[src/rtl/counter_pkg.sv]
// Shared types and defaults for the counter sequencing driver.
// The phase-skip helper is shared by the IDLE and CLR exits so both follow one rule.
package counter_pkg;

   localparam int CNT_W_DEF    = 16;
   localparam int SLT_DIV_DEF  = 4;
   localparam int SLT_LOG2_DEF = $clog2(SLT_DIV_DEF);
   localparam int T1_W_DEF     = CNT_W_DEF - SLT_LOG2_DEF;

   typedef enum logic [2:0] {
      IDLE = 3'd0,
      CLR  = 3'd1,
      RUN0 = 3'd2,
      RUN1 = 3'd3,
      DONE = 3'd4
   } state_t;

   // First phase with work to do, skipping phases whose target is zero.
   function automatic state_t first_phase(input logic t0_nz, input logic t1_nz);
      if (t0_nz)      return RUN0;
      else if (t1_nz) return RUN1;
      else            return DONE;
   endfunction

endpackage

[src/rtl/cycle_downcounter.sv]
// Loadable down counter with a zero flag; holds at zero until reloaded.
module cycle_downcounter #(
   parameter int W = 16
) (
   input  logic         Clk,
   input  logic         Reset,
   input  logic         load,
   input  logic         en,
   input  logic [W-1:0] load_val,
   output logic         zero
);

   logic [W-1:0] count;

   always_ff @(posedge Clk or posedge Reset) begin
      if (Reset)
         count <= '0;
      else if (load)
         count <= load_val;
      else if (en && (count != '0))
         count <= count - 1'b1;
   end

   assign zero = (count == '0);

endmodule

[src/rtl/counter_driver.sv]
// Generates the Slt/En/Reset control stream for the dual-output counter from a latched request.
//
// state | meaning
// IDLE  | waiting for Start, all outputs low
// CLR   | one-cycle counter reset (CntReset=1)
// RUN0  | t0 enabled cycles with Slt=0
// RUN1  | SLT_DIV*t1 enabled cycles with Slt=1
// DONE  | one-cycle Done pulse, still Busy
module counter_driver
   import counter_pkg::*;
#(
   parameter int CNT_W   = CNT_W_DEF,
   parameter int SLT_DIV = SLT_DIV_DEF,
   parameter int T1_W    = CNT_W - $clog2(SLT_DIV)
) (
   input  logic             Clk,
   input  logic             Reset,
   input  logic             Start,
   input  logic             Clear,
   input  logic             Abort,
   input  logic [CNT_W-1:0] Target0,
   input  logic [T1_W-1:0]  Target1,
   output logic             CntReset,
   output logic             Slt,
   output logic             En,
   output logic             Busy,
   output logic             Done
);

   localparam int SLT_LOG2 = $clog2(SLT_DIV);

   state_t           state, state_nx;
   logic [CNT_W-1:0] t0_q;
   logic [T1_W-1:0]  t1_q;
   logic [CNT_W-1:0] t0_src;
   logic [T1_W-1:0]  t1_src;
   logic [CNT_W-1:0] run1_len;
   logic             cnt_load;
   logic             cnt_en;
   logic [CNT_W-1:0] cnt_val;
   logic             cnt_zero;

   cycle_downcounter #(.W(CNT_W)) u_cnt (
      .Clk      (Clk),
      .Reset    (Reset),
      .load     (cnt_load),
      .en       (cnt_en),
      .load_val (cnt_val),
      .zero     (cnt_zero)
   );

   always_comb begin
      state_nx = state;
      cnt_load = 1'b0;
      cnt_en   = 1'b0;
      cnt_val  = '0;
      // In IDLE the targets are being latched on this same edge, so use them directly.
      t0_src   = (state == IDLE) ? Target0 : t0_q;
      t1_src   = (state == IDLE) ? Target1 : t1_q;
      run1_len = CNT_W'(t1_src) << SLT_LOG2;

      case (state)
         IDLE: begin
            if (Start)
               state_nx = Clear ? CLR : first_phase(t0_src != '0, t1_src != '0);
         end
         CLR: begin
            if (Abort) state_nx = IDLE;
            else       state_nx = first_phase(t0_src != '0, t1_src != '0);
         end
         RUN0: begin
            cnt_en = 1'b1;
            if (Abort)         state_nx = IDLE;
            else if (cnt_zero) state_nx = (t1_src != '0) ? RUN1 : DONE;
         end
         RUN1: begin
            cnt_en = 1'b1;
            if (Abort)         state_nx = IDLE;
            else if (cnt_zero) state_nx = DONE;
         end
         DONE:    state_nx = IDLE;
         default: state_nx = IDLE;
      endcase

      // Counter reloads on phase entry so it reads 0 on the last cycle of the phase.
      if ((state_nx == RUN0) && (state != RUN0)) begin
         cnt_load = 1'b1;
         cnt_val  = t0_src - CNT_W'(1);
      end else if ((state_nx == RUN1) && (state != RUN1)) begin
         cnt_load = 1'b1;
         cnt_val  = run1_len - CNT_W'(1);
      end
   end

   always_ff @(posedge Clk or posedge Reset) begin
      if (Reset) begin
         state    <= IDLE;
         t0_q     <= '0;
         t1_q     <= '0;
         CntReset <= 1'b0;
         Slt      <= 1'b0;
         En       <= 1'b0;
         Busy     <= 1'b0;
         Done     <= 1'b0;
      end else begin
         state <= state_nx;
         if ((state == IDLE) && Start) begin
            t0_q <= Target0;
            t1_q <= Target1;
         end
         // Outputs are decoded from the next state so they align with the registered state.
         CntReset <= (state_nx == CLR);
         Slt      <= (state_nx == RUN1);
         En       <= (state_nx == RUN0) || (state_nx == RUN1);
         Busy     <= (state_nx != IDLE);
         Done     <= (state_nx == DONE);
      end
   end

endmodule

[config.mk]
export PLATFORM = sky130hd
export DESIGN_NAME = counter_driver
export DESIGN_NICKNAME = d
export VERILOG_FILES = /design/src/rtl/counter_pkg.sv /design/src/rtl/cycle_downcounter.sv /design/src/rtl/counter_driver.sv
export SDC_FILE = /design/constraint.sdc
export NUM_CORES = 1
export LEC_CHECK = 0
export BUFFER_PORTS_ARGS = -buffer_cell sky130_fd_sc_hd__clkbuf_2
export CORE_MARGIN = 5
export CORE_UTILIZATION = 40
export CTS_BUF_LIST = sky130_fd_sc_hd__clkbuf_4
export CTS_CLUSTER_DIAMETER = 120
export DETAILED_ROUTE_END_ITERATION = 8
export PLACE_DENSITY = 0.67
export SKIP_CTS_REPAIR_TIMING = 1
export SLEW_MARGIN = 30
export SYNTH_ARGS = -nofsm -noshare
export SYNTH_HDL_FRONTEND = slang
export SYNTH_SLANG_ARGS = --single-unit
[constraint.sdc]
create_clock -name Clk -period 11.5 [get_ports Clk]
set_input_delay 2.875 -clock Clk [delete_from_list [all_inputs] [get_ports Clk]]
set_output_delay 2.875 -clock Clk [all_outputs]
set_load 0.05 [all_outputs]
==> flow_summary.toml <==
[setup_path]
required_ns = 11.81
timing.critical_path.to_type = "register"
path_class = "primary input to register"
cp_max_fo = 8
ff2ff_setup_slack_ns = 7.37
regToRegStartpoint = "state[0]"
timing.critical_path.from = "Target1[0]"
worstSetupStartpointType = "primary input"
worst_path_max_delay_cell = "sky130_fd_sc_hd__nor4b_1"
timing.critical_path.buf_inv = 1
cpMostUsedCell = "sky130_fd_sc_hd__nand2_1"
crit_path_cell_trace = "clkbuf_2 > mux2i_1 > ha_1 > nor4b_1 > nand4_1 > a21o_1 > o311a_1 > nand2_1 > nand2_1 > o221a_1"
crit_path_max_incr_delay_ns = 0.48
worst_path_dominant_cell_family = "simple AND/OR/NAND/NOR gates"
timing.critical_path.arrival_ns = 5.59

[routing]
routed_via_density = 5.99
antenna_left = 0
avg_wl_per_cell_um = 17.5
detailedRoute.firstIterationViolations = 259
drt_pass1_iterations = 5
remaining_drc_errors = 0
detail_route.wirelength_um = 11000
vias = 3749

[die]
overall_die_area_um2 = 12900
die_w_um = 114
fp.dieH_um = 114
core_area_um2 = 10400
std_cell_rows = 37
initial_utilization = 0.412
io_pins = 40

[power_and_ir_drop]
power_switching_share = 0.493
cell_internal_pwr_mw = 0.601
clock_power_share = 0.076
comb_power_share = 0.609
switchingPower_mw = 0.583
power.ir.vdd_worst_uv = 117
sequential_power_share = 0.315
total_leakage_power_nw = 1.82
power_per_cell_area_nw_per_um2 = 256

[finish]
sequential_cell_area_um2 = 1350
fin_nets = 529
n_fill_cell = 1019
instances_no_fill = 626
diodes = 0
multi_input_area_um2 = 2800
area.growth.synth_to_final_pct = 7.75
proportion_of_layout_cells_with_a_drive_suffix_above_1 = 0.229
finish.instance_area_um2 = 4630

[cts]
clock_latency_ns = 0.41
tritoncts.num_buffers = 5
cts.htree.levels = 2
root_buffer = "sky130_fd_sc_hd__clkbuf_4"
tritoncts_num_sinks = 54
clock_slew_at_the_register_clock_pins_of_the_worst_setup_and_hold_paths_ns = 0.17
clockBufferDepth = 2
cts_tree = "built"

[place]
dp.cells = 619
gp_congestion = 0.895
dpl.hpwl_um = 8150
postPlaceCellArea_um2 = 4570
io_buffers = 39
pre_cts_ws_ns = 5.83

[hold_path]
worst_hold_startpoint = "t0_q[1]"
worst_min_path_class = "register to register"

[sta]
transition_at_the_pin_with_the_smallest_max_transition_slack_ns = 0.919
final.min_clock_period_ns = 5.27
slew_margin_rel = 0.386
post-route-period-util = 0.458
report.final.setup_viol = 0
report.final.slew_viol_count = 0
timing.final.hold_violations = 0
setup_repair_after_global_routing_missed_its_margin = "false"
worst_clock_skew_ns = 0.0170
finalSetupTns_ns = 0
worst_slack_ns = 6.23
fmax_mhz = 190

[global_routing]
globalRoute.totalOverflow = 0
first_global_vias = 3728
grt_use_total = 0.173
grt_antenna_before_repair = 0
grt_pass1_wl_um = 18200
maximum_number_of_pins_on_one_net_before_global_route_repair = 55

[status]
run_status = "complete, no violations"

[synth]
netlist-cell-type-count = 75
post_synth_inst_count = 459
syn_nets = 498
synth_ff_type = "sky130_fd_sc_hd__dfrtp_1"
synth.avg_cell_area_um2 = 9.36
yosysSeqAreaShare = 0.315
synth_area_um2 = 4290
synthArstFlopShare = 1.00
synth-edff-count = 0
synth-warning-count = 0
ys_ff_latch = 54

[run]
maxCapViolCount = 0
through the flow:
step,util,hold WS (ns),power (mW)
floorplan,-,0.492,0.942
detailed placement,0.439,0.523,1.09
CTS,0.444,0.559,1.18
global route,0.444,0.586,1.27
finish,0.444,0.559,1.18
global placement,0.439,0.517,1.07
power groups by stage:
stage | combinational [mW] | clock, mW | sequential [mW]
global route | 0.786 | 0.100 | 0.386
finish | 0.721 | 0.0903 | 0.372
global placement | 0.701 | 0 | 0.372
detailed placement | 0.715 | 0 | 0.375
floorplan | 0.577 | 0 | 0.365
CTS | 0.717 | 0.0935 | 0.371
registers in the layout (all words and copies together) (netlist names):
signal / flops
t0_q: 16
CntReset: 1
Done: 1
t1_q: 14
En: 1
Busy: 1
state: 3
Slt: 1
u_cnt.count: 16
cells in the mapped netlist, drive strengths merged (5+ instances only):
| master | count | area, um^2 |
|---|---|---|
| clkbuf | 7 | 26.3 |
| nand4 | 8 | 50.1 |
| nor4 | 10 | 96.4 |
| nand3 | 13 | 65.1 |
| a211oi | 16 | 155 |
| o21ai | 8 | 40.0 |
| and2 | 5 | 31.3 |
| mux2 | 32 | 360 |
| nor3 | 34 | 180 |
| dfrtp | 54 | 1350 |
| mux2i | 29 | 303 |
| nand2 | 36 | 135 |
| or3 | 6 | 37.5 |
| o211ai | 7 | 52.6 |
| buf | 12 | 96.3 |
| xor2 | 10 | 87.6 |
| a21oi | 26 | 149 |
| nor2 | 43 | 161 |
| inv | 6 | 27.5 |
| xnor2 | 16 | 140 |
path summary, 6_finish.rpt:
check,end,cells past startpoint
max,u_cnt.count[12],10
min,t0_q[1],1
max reg2reg,u_cnt.count[12],11
min reg2reg,t0_q[1],1
max in group asynchronous,u_cnt.count[4],3
min in group asynchronous,t1_q[5],3
area by class of cell:
class	count	share of cell area
Multi-Input combinational cell	380	0.605
Sequential cell	54	0.292
Timing Repair Buffer	43	0.0487
Tap cell	136	0.0368
Clock buffer	5	0.00811
Inverter	6	0.00595
Clock inverter	2	0.00297
per-layer routing:
metal,up-vias,share of wire,GRT usage,wire length [um]
met4,0,0.020,0.0545,224
met1,1817,0.45,0.226,4910
li1,1805,-,-,-
met2,104,0.49,0.295,5370
met5,-,0,0,0
met3,23,0.042,0.0244,457
kinds of logic (layout without fill, tap and decap cells):
group | Yosys count | in the layout | synth area share
simple gates | 184 | 184 | 0.232
compound gates | 105 | 105 | 0.199
mux | 61 | 61 | 0.154
flops | 54 | 54 | 0.315
xor+xnor | 26 | 26 | 0.0530
buf+inv | 25 | 56 | 0.0350
fa+ha+maj | 4 | 4 | 0.0117
placed cells by master, fill, tap and decap left out, types with 6 or more instances in the layout:
cell,synthesis,routed
sky130_fd_sc_hd__xnor2_1,16,16
sky130_fd_sc_hd__dfrtp_1,54,54
sky130_fd_sc_hd__mux2i_1,28,28
sky130_fd_sc_hd__a211oi_1,9,9
sky130_fd_sc_hd__o21ai_0,7,7
sky130_fd_sc_hd__nor3_1,32,32
sky130_fd_sc_hd__a211oi_2,7,7
sky130_fd_sc_hd__or3_1,6,6
sky130_fd_sc_hd__nor4_1,6,6
sky130_fd_sc_hd__clkbuf_2,0,39
sky130_fd_sc_hd__nand2_1,36,36
sky130_fd_sc_hd__nor2_1,43,42
sky130_fd_sc_hd__mux2_2,32,32
sky130_fd_sc_hd__a21oi_1,21,21
sky130_fd_sc_hd__xor2_1,10,10
sky130_fd_sc_hd__nand4_1,8,8
sky130_fd_sc_hd__nand3_1,13,13
sky130_fd_sc_hd__o211ai_1,7,7
(Power assumes the default switching activity.)
